[src/rtl/lsu_pkg.sv]
// ---------------------------------------------------------------------------
// lsu_pkg
// Shared types and constants for the load/store unit.
//   state_t        : FSM states IDLE -> REQ -> (WAIT) -> DONE -> IDLE
//   F3_*           : RV32I funct3 encodings for loads and stores
//   BE_*           : unshifted byte-enable patterns per access size
//   is_misaligned  : size/alignment check, used only when the
//                    LSU_MISALIGN_TRAP_EN build option is defined
// ---------------------------------------------------------------------------
package lsu_pkg;

  typedef enum logic [1:0] {
    IDLE = 2'd0,
    REQ  = 2'd1,
    WAIT = 2'd2,
    DONE = 2'd3
  } state_t;

  localparam logic [2:0] F3_LB  = 3'b000;
  localparam logic [2:0] F3_LH  = 3'b001;
  localparam logic [2:0] F3_LW  = 3'b010;
  localparam logic [2:0] F3_LBU = 3'b100;
  localparam logic [2:0] F3_LHU = 3'b101;
  localparam logic [2:0] F3_SB  = 3'b000;
  localparam logic [2:0] F3_SH  = 3'b001;
  localparam logic [2:0] F3_SW  = 3'b010;

  localparam logic [3:0] BE_BYTE = 4'b0001;
  localparam logic [3:0] BE_HALF = 4'b0011;
  localparam logic [3:0] BE_WORD = 4'b1111;

  localparam int unsigned LSU_TIMEOUT_DEFAULT = 16;

  // Reserved sizes (011, 11x) are treated as word accesses.
  function automatic logic is_misaligned(input logic [2:0] f3, input logic [1:0] a);
    case (f3[1:0])
      2'b00:   return 1'b0;
      2'b01:   return a[0];
      default: return (a != 2'b00);
    endcase
  endfunction

endpackage

[src/rtl/lsu_if.sv]
// ---------------------------------------------------------------------------
// lsu_bus_if
// Data-memory bus between the load/store unit (master) and dmem (slave).
// Handshake: a request transfers on the cycle where valid & ready are both 1;
// the master holds valid, we, addr, wdata and be stable until that cycle.
// Read data returns on a cycle with rvalid=1, either together with ready or
// on a later cycle; the master never back-pressures rvalid.
//   valid  m->s  request valid
//   ready  s->m  request accepted
//   we     m->s  write strobe
//   addr   m->s  word address (low two bits zero)
//   wdata  m->s  lane-replicated store data
//   be     m->s  byte enables
//   rvalid s->m  read data valid
//   rdata  s->m  read word
// ---------------------------------------------------------------------------
interface lsu_bus_if;
  logic        valid;
  logic        ready;
  logic        we;
  logic [31:0] addr;
  logic [31:0] wdata;
  logic [3:0]  be;
  logic        rvalid;
  logic [31:0] rdata;

  modport master (output valid, we, addr, wdata, be, input ready, rvalid, rdata);
  modport slave  (input valid, we, addr, wdata, be, output ready, rvalid, rdata);
endinterface

[src/rtl/lsu_align.sv]
// ---------------------------------------------------------------------------
// lsu_align (combinational)
// Byte-enable and write-data lane generation for stores, and byte/half
// extraction with sign or zero extension for loads.
//   i_funct3     access size/sign
//   i_addr_lo    byte offset within the word
//   i_wdata      store data, low bytes significant
//   i_rdata      raw word from the bus
//   o_be         byte enables
//   o_wdata      store data replicated across all lanes of its size
//   o_rdata_ext  extracted and extended load data
// ---------------------------------------------------------------------------
module lsu_align
  import lsu_pkg::*;
(
  input  logic [2:0]  i_funct3,
  input  logic [1:0]  i_addr_lo,
  input  logic [31:0] i_wdata,
  input  logic [31:0] i_rdata,
  output logic [3:0]  o_be,
  output logic [31:0] o_wdata,
  output logic [31:0] o_rdata_ext
);

  logic [31:0] w_shift;
  logic [7:0]  w_byte;
  logic [15:0] w_half;
  logic        w_unsigned;

  always_comb begin
    w_shift    = i_rdata >> {i_addr_lo, 3'b000};
    w_byte     = w_shift[7:0];
    // Halfwords use only a[1]; a[0] is ignored when misaligned.
    w_half     = i_addr_lo[1] ? i_rdata[31:16] : i_rdata[15:0];
    w_unsigned = i_funct3[2];

    o_be        = BE_WORD;
    o_wdata     = i_wdata;
    o_rdata_ext = i_rdata;
    case (i_funct3[1:0])
      2'b00: begin
        o_be        = BE_BYTE << i_addr_lo;
        o_wdata     = {4{i_wdata[7:0]}};
        o_rdata_ext = w_unsigned ? {24'd0, w_byte} : {{24{w_byte[7]}}, w_byte};
      end
      2'b01: begin
        o_be        = BE_HALF << {i_addr_lo[1], 1'b0};
        o_wdata     = {2{i_wdata[15:0]}};
        o_rdata_ext = w_unsigned ? {16'd0, w_half} : {{16{w_half[15]}}, w_half};
      end
      default: begin
        o_be        = BE_WORD;
        o_wdata     = i_wdata;
        o_rdata_ext = i_rdata;
      end
    endcase
  end

endmodule

[src/rtl/load_store_unit.sv]
// ---------------------------------------------------------------------------
// load_store_unit
// Turns one RV32I load/store request from the main decoder into one
// transaction on the data-memory bus and stalls the core until it completes.
// Build option: LSU_MISALIGN_TRAP_EN -- when defined, misaligned H/W accesses
// skip the bus and complete with o_busErr; otherwise low address bits below
// the access size are ignored.
// Parameter: TIMEOUT_CYCLES -- REQ+WAIT cycles before abort (0 = no timeout).
// Ports:
//   i_clk, i_rst        clock, asynchronous active-high reset
//   i_memReq            request, held while o_stall=1
//   i_memWrite          1 = store, 0 = load
//   i_funct3            size/sign
//   i_addr              byte address
//   i_writeData         store data
//   o_stall             hold the pipeline
//   o_done              one-cycle completion pulse
//   o_readData          extended load data, valid with o_done on loads
//   o_busErr            one-cycle abort pulse with o_done
//   o_state             current FSM state (debug)
//   bus                 data-memory bus, master side
// ---------------------------------------------------------------------------
module load_store_unit
  import lsu_pkg::*;
#(
  parameter int unsigned TIMEOUT_CYCLES = LSU_TIMEOUT_DEFAULT
) (
  input  logic        i_clk,
  input  logic        i_rst,
  input  logic        i_memReq,
  input  logic        i_memWrite,
  input  logic [2:0]  i_funct3,
  input  logic [31:0] i_addr,
  input  logic [31:0] i_writeData,
  output logic        o_stall,
  output logic        o_done,
  output logic [31:0] o_readData,
  output logic        o_busErr,
  output state_t      o_state,
  lsu_bus_if.master   bus
);

  localparam logic [15:0] TO_LAST = (TIMEOUT_CYCLES == 0) ? 16'd0 : 16'(TIMEOUT_CYCLES - 1);

  state_t      r_state, w_state_next;
  logic [31:0] r_addr, r_wdata, r_read_data;
  logic [2:0]  r_funct3;
  logic        r_we, r_err;
  logic [15:0] r_cnt, w_cnt_next;

  logic        w_stall, w_bus_valid, w_capture, w_err_set, w_timeout, w_in_bus;
  logic [3:0]  w_be;
  logic [31:0] w_wdata, w_rdata_ext;

  lsu_align u_align (
    .i_funct3    (r_funct3),
    .i_addr_lo   (r_addr[1:0]),
    .i_wdata     (r_wdata),
    .i_rdata     (bus.rdata),
    .o_be        (w_be),
    .o_wdata     (w_wdata),
    .o_rdata_ext (w_rdata_ext)
  );

  assign w_timeout = (TIMEOUT_CYCLES != 0) && (r_cnt == TO_LAST);
  assign w_in_bus  = (r_state == REQ) || (r_state == WAIT);

  always_comb begin
    w_state_next = r_state;
    w_stall      = 1'b0;
    w_bus_valid  = 1'b0;
    w_capture    = 1'b0;
    w_err_set    = 1'b0;
    case (r_state)
      IDLE: begin
        if (i_memReq) begin
          w_stall      = 1'b1;
          w_state_next = REQ;
`ifdef LSU_MISALIGN_TRAP_EN
          if (is_misaligned(i_funct3, i_addr[1:0])) begin
            w_state_next = DONE;
            w_err_set    = 1'b1;
          end
`endif
        end
      end
      REQ: begin
        w_stall     = 1'b1;
        w_bus_valid = 1'b1;
        if (bus.ready) begin
          if (r_we) begin
            w_state_next = DONE;
          end else if (bus.rvalid) begin
            w_capture    = 1'b1;
            w_state_next = DONE;
          end else begin
            w_state_next = WAIT;
          end
        end else if (w_timeout) begin
          w_err_set    = 1'b1;
          w_state_next = DONE;
        end
      end
      WAIT: begin
        w_stall = 1'b1;
        if (bus.rvalid) begin
          w_capture    = 1'b1;
          w_state_next = DONE;
        end else if (w_timeout) begin
          w_err_set    = 1'b1;
          w_state_next = DONE;
        end
      end
      DONE: begin
        // i_memReq may still be high here; it is the finished instruction.
        w_state_next = IDLE;
      end
      default: w_state_next = IDLE;
    endcase

    // Counter spans REQ and WAIT of one transaction; restarts at 0 in REQ.
    w_cnt_next = 16'd0;
    if (w_in_bus && ((w_state_next == REQ) || (w_state_next == WAIT)))
      w_cnt_next = r_cnt + 16'd1;
  end

  always_ff @(posedge i_clk or posedge i_rst) begin
    if (i_rst) begin
      r_state     <= IDLE;
      r_addr      <= 32'd0;
      r_wdata     <= 32'd0;
      r_funct3    <= 3'd0;
      r_we        <= 1'b0;
      r_err       <= 1'b0;
      r_read_data <= 32'd0;
      r_cnt       <= 16'd0;
    end else begin
      r_state <= w_state_next;
      r_cnt   <= w_cnt_next;
      r_err   <= w_err_set;
      if (r_state == IDLE && i_memReq) begin
        r_addr   <= i_addr;
        r_wdata  <= i_writeData;
        r_funct3 <= i_funct3;
        r_we     <= i_memWrite;
      end
      if (w_capture)
        r_read_data <= w_rdata_ext;
      else if (w_err_set)
        r_read_data <= 32'd0;
    end
  end

  // Stall is gated by reset so it drops in the same cycle reset asserts,
  // even while the decoder is still holding i_memReq.
  assign o_stall    = w_stall & ~i_rst;
  assign o_done     = (r_state == DONE);
  assign o_busErr   = r_err;
  assign o_readData = r_read_data;
  assign o_state    = r_state;

  assign bus.valid = w_bus_valid;
  assign bus.we    = w_bus_valid & r_we;
  assign bus.addr  = w_bus_valid ? {r_addr[31:2], 2'b00} : 32'd0;
  assign bus.wdata = w_bus_valid ? w_wdata : 32'd0;
  assign bus.be    = w_bus_valid ? w_be : 4'd0;

endmodule
[src/flat_wrapper.sv]
// flat-port wrapper written by rule: the top's interface ports become plain ports
module load_store_unit_flat import lsu_pkg::*;
#(
  parameter int unsigned TIMEOUT_CYCLES = LSU_TIMEOUT_DEFAULT
)
  (i_clk, i_rst, i_memReq, i_memWrite, i_funct3, i_addr, i_writeData, o_stall, o_done, o_readData, o_busErr, o_state, bus_valid, bus_we, bus_addr, bus_wdata, bus_be, bus_ready, bus_rvalid, bus_rdata);
  lsu_bus_if bus_i ();
  input  logic i_clk;
  input  logic i_rst;
  input  logic i_memReq;
  input  logic i_memWrite;
  input  logic [2:0] i_funct3;
  input  logic [31:0] i_addr;
  input  logic [31:0] i_writeData;
  output logic o_stall;
  output logic o_done;
  output logic [31:0] o_readData;
  output logic o_busErr;
  output state_t o_state;
  output wire logic [$bits(bus_i.valid)-1:0] bus_valid;
  output wire logic [$bits(bus_i.we)-1:0] bus_we;
  output wire logic [$bits(bus_i.addr)-1:0] bus_addr;
  output wire logic [$bits(bus_i.wdata)-1:0] bus_wdata;
  output wire logic [$bits(bus_i.be)-1:0] bus_be;
  input wire logic [$bits(bus_i.ready)-1:0] bus_ready;
  input wire logic [$bits(bus_i.rvalid)-1:0] bus_rvalid;
  input wire logic [$bits(bus_i.rdata)-1:0] bus_rdata;
  assign bus_valid = bus_i.valid;
  assign bus_we = bus_i.we;
  assign bus_addr = bus_i.addr;
  assign bus_wdata = bus_i.wdata;
  assign bus_be = bus_i.be;
  assign bus_i.ready = bus_ready;
  assign bus_i.rvalid = bus_rvalid;
  assign bus_i.rdata = bus_rdata;
  load_store_unit #(.TIMEOUT_CYCLES(TIMEOUT_CYCLES)) u_core (.i_clk(i_clk), .i_rst(i_rst), .i_memReq(i_memReq), .i_memWrite(i_memWrite), .i_funct3(i_funct3), .i_addr(i_addr), .i_writeData(i_writeData), .o_stall(o_stall), .o_done(o_done), .o_readData(o_readData), .o_busErr(o_busErr), .o_state(o_state), .bus(bus_i));
endmodule
[config.mk]
export PLATFORM = sky130hd
export DESIGN_NAME = load_store_unit_flat
export DESIGN_NICKNAME = d
export VERILOG_FILES = /design/src/rtl/lsu_pkg.sv /design/src/rtl/lsu_if.sv /design/src/rtl/lsu_align.sv /design/src/rtl/load_store_unit.sv /design/src/flat_wrapper.sv
export SDC_FILE = /design/constraint.sdc
export NUM_CORES = 1
export LEC_CHECK = 0
export ABC_AREA = 1
export CAP_MARGIN = 15
export CORE_UTILIZATION = 25
export CTS_CLUSTER_SIZE = 16
export DETAILED_ROUTE_END_ITERATION = 6
export DONT_BUFFER_PORTS = 1
export HOLD_SLACK_MARGIN = 0.08
export SLEW_MARGIN = 30
export SYNTH_ARGS = -nofsm -noshare
export SYNTH_HDL_FRONTEND = slang
export SYNTH_HIERARCHICAL = 1
export SYNTH_SLANG_ARGS = --single-unit
[constraint.sdc]
create_clock -name i_clk -period 3.4 [get_ports i_clk]
set_input_delay 0.34 -clock i_clk [delete_from_list [all_inputs] [get_ports i_clk]]
set_output_delay 0.34 -clock i_clk [all_outputs]
set_load 0.005 [all_outputs]
==> results.tsv <==
stage	metric	value	unit
placed_design	dpl hpwl	13560	um
global_route	initial antenna violation count	1	
sta	min Tclk post-route	2824	ps
pwr	Leak	4.233	nW
die	initial core utilization	25.39	%
global_route	largest net degree at the start of global routing	120	
yosys	Synth Register Bits	119	
yosys	synthesized area per cell	8.095	um2
sta	relative slew slack	36.70	%
routing	drt first pass iters	4	
die	Die H	164.5	um
cells_and_area	commonest non-fill, non-tap cell in the layout	nand2_1	
sta	Hold Fails Final Rpt	0	
global_route	vias in the first global route	5427	
clock_tree	clock sink total	119	
worst_setup_path	critical path startpoint	u_core/o_state[1]$_DFF_PP0_	
clock_tree	clock transition at the registers of the reported paths	60	ps
worst_setup_path	crit path DAT	3110	ps
routing	via-per-instance ratio	4.509	
worst_setup_path	CP most frequent cell	nand2_1	
die	row cnt	59	
sta	RSZ-0062 raised after global routing	no	
cells_and_area	Nets	975	
die	Boundary Pins	212	
worst_setup_path	crit path cell chain	inv_1 -> ha_2 -> nand2_1 -> nand2_1 -> nand3_1 -> nor2_1 -> clkinv_1 -> nand3_1 -> nand2_1	
routing	Iteration-0 DRC Markers	305	
job	Max Cap Viol	0	
worst_setup_path	FF-to-FF path depth	9	
clock_tree	CTS buffer count	17	
clock_tree	CTS H-tree depth	4	
worst_setup_path	Crit. path cell count	9	
routing	via count	5465	
cells_and_area	Finished Layout Cells	1212	
pwr	overall power	7.228	mW
yosys	Post-Syn Area	6598	um2
clock_tree	clk root buf	clkbuf_16	
global_route	first-pass GRT wire length	29980	um
yosys	Yosys cell types	32	
routing	DRT Wirelength	19630	um
worst_setup_path	CP delay by family, top	buffers and inverters	
routing	DR WL/cell	16.19	um
worst_setup_path	crit-path max FO	32	
cells_and_area	commonest cells after routing, fill and taps aside	305 x nand2_1, 119 x dfrtp_1, 96 x inv_1, 88 x nand3_1	
cells_and_area	Area growth, synth to finish	21.98	%
routing	Antenna Nets Post-Route	0	
cells_and_area	post-route cell area	8048	um2
global_route	gr ovfl total	0	
routing	drt drc	0	
sta	Worst Max-Slew Pin Slew	943.6	ps
pwr	VDD IR max	0.3661	mV
cells_and_area	Filler cells	2746	
die	Die ar.	27040	um2
worst_setup_path	RR Endpoint	u_core/o_readData[28]$_DFFE_PP0P_	
worst_setup_path	CP endpoint kind	register	
yosys	Ys Warns	6	
sta	Final Max Tran Viols	0	
worst_setup_path	worst setup path end	u_core/o_readData[28]$_DFFE_PP0P_	
worst_setup_path	Data required, critical path	3680	ps
clock_tree	post-CTS setup buffer count	0	
worst_setup_path	Worst path max stage delay	760	ps
sta	Final Cycle Share	83.04	%
worst_hold_path	worst hold-check path type	in2async	
placed_design	Placed Instances	1111	
die	area of the core	25980	um2
yosys	Gate Count Post-Synth	815	
clock_tree	Max Buffers Root-to-Sink	2	
worst_setup_path	R2R Setup Slk	580	ps
sta	setup TNS	0	ps
clock_tree	CTS tree	yes	
worst_setup_path	Reg2Reg Launch Point	u_core/o_state[1]$_DFF_PP0_	
status	status	finished, final reports clean	
clock_tree	Skew-Pair Late Insertion Delay	410	ps
sta	Final setup viols	0	
clock_tree	post-CTS sizing	0	
cells_and_area	share of cells above drive strength 1	15.41	%
sta	Final Skew	14.12	ps
placed_design	PortBufs	0	
pwr	PwrDens	898.2	nW/um2
placed_design	placed cell area	6823	um2
worst_setup_path	nature of the critical path startpoint	register	
yosys	post-synthesis sequential area ratio	45.14	%
cells_and_area	fin util	30.97	%
worst_setup_path	Slowest-stage cell, CP	clkinv_1	
sta	fmax	354.2	MHz
global_route	All-Layer GR Usage	14.71	%
worst_setup_path	Worst Path Buf+Inv	2	
placed_design	Placer Congestion	0.7884	
worst_setup_path	critical setup path kind	reg2reg	
die	Die Width	164.5	um
## cells in the mapped netlist, drive strengths merged
master | instances | area (um2)
mux2 | 68 | 765.7
conb | 1 | 3.750
nand4 | 3 | 18.77
xnor2 | 2 | 17.52
nor2 | 34 | 172.7
a21boi | 1 | 7.510
clkbuf | 10 | 37.54
nand2 | 310 | 1179
buf | 38 | 246.5
nor4 | 4 | 25.02
nor3 | 4 | 20.02
a21oi | 3 | 15.01
nand3 | 92 | 488.0
ha | 7 | 87.58
o21ai | 5 | 36.29
inv | 101 | 386.6
xor2 | 12 | 105.1
dfrtp | 119 | 2978
o211ai | 1 | 7.510
## report_power, final
group / internal, mW / leakage (nW) / switching [mW]
combinational: 1.13 / 2.50 / 1.86
sequential: 2.03 / 1.47 / 0.530
clock: 0.999 / 0.262 / 0.693
## worst reg2reg max path: stages (launching register included)
cell and delay [ps]:
dfrtp_1 490, inv_1 150, ha_2 440, nand2_1 130, nand2_1 90, nand3_1 70, nor2_1 160, clkinv_1 760
nand3_1 320, nand2_1 90
## per-stage QoR
| stage | setup WS (ps) | hold slack, ps |
|---|---|---|
| 2_1_floorplan | 758.3 | 431.1 |
| 5_1_grt | 296.7 | 116.4 |
| 4_1_cts | 686.3 | 105.3 |
| 6_report | 576.5 | 61.55 |
| 3_5_place_dp | 986.5 | 459.5 |
| 3_3_place_gp | 1046 | 448.0 |
## state kept, by name (all words and copies together), names as in the netlist
name / count
u_core/r_addr: 32
u_core/r_wdata: 32
u_core/r_we: 1
u_core/o_state: 2
u_core/o_busErr: 1
u_core/r_funct3: 3
u_core/r_cnt: 16
u_core/o_readData: 32
## metal layers
| metal | vias up | GRT usage [%] | share of wire (%) |
|---|---|---|---|
| met5 | - | 0 | 0 |
| met4 | 0 | 6.088 | 2.6 |
| met3 | 28 | 4.872 | 7.9 |
| met2 | 195 | 24.38 | 48 |
| met1 | 2624 | 17.41 | 42 |
| li1 | 2618 | - | - |
## layout make-up
cell class	count	area [um2]	share of cell area, %
Tap cell	335	419.2	5.208
Antenna cell	1	2.502	0.03109
Clock buffer	19	432.9	5.379
Multi-Input combinational cell	548	2963	36.82
Inverter	101	390.4	4.851
Sequential cell	119	2978	37.00
Clock inverter	13	108.9	1.353
Timing Repair Buffer	76	753.2	9.359
## timing repair
action / CTS / global route
setup endpoints to repair: 0 / 0
hold buffers: 68 / 0
hold endpoints to repair: 68 / 0
## how the worst min path moves through the flow
stage | to | start
after floorplan | u_core/r_cnt[0]$_DFF_PP0_ | u_core/r_cnt[0]$_DFF_PP0_
after global placement | u_core/r_cnt[0]$_DFF_PP0_ | u_core/r_cnt[0]$_DFF_PP0_
after detailed placement | u_core/r_cnt[0]$_DFF_PP0_ | u_core/r_cnt[0]$_DFF_PP0_
after CTS | u_core/o_readData[22]$_DFFE_PP0P_ | i_rst
after global routing | u_core/r_cnt[0]$_DFF_PP0_ | i_rst
final | u_core/r_cnt[0]$_DFF_PP0_ | i_rst
## cells by family (layout without fill, tap and decap cells)
logic type	after synthesis	after routing	share of synthesized area [%]
AND/OR/NAND/NOR	447	447	28.84
buffers and inverters	149	209	10.16
flip-flops	119	119	45.14
multiplexers	68	68	11.61
XOR/XNOR	14	14	1.859
AO/OA/AOI/OAI	10	10	1.005
adder cells (fa/ha/maj)	7	7	1.327
other	1	3	0.05684
(Power assumes the default switching activity.)
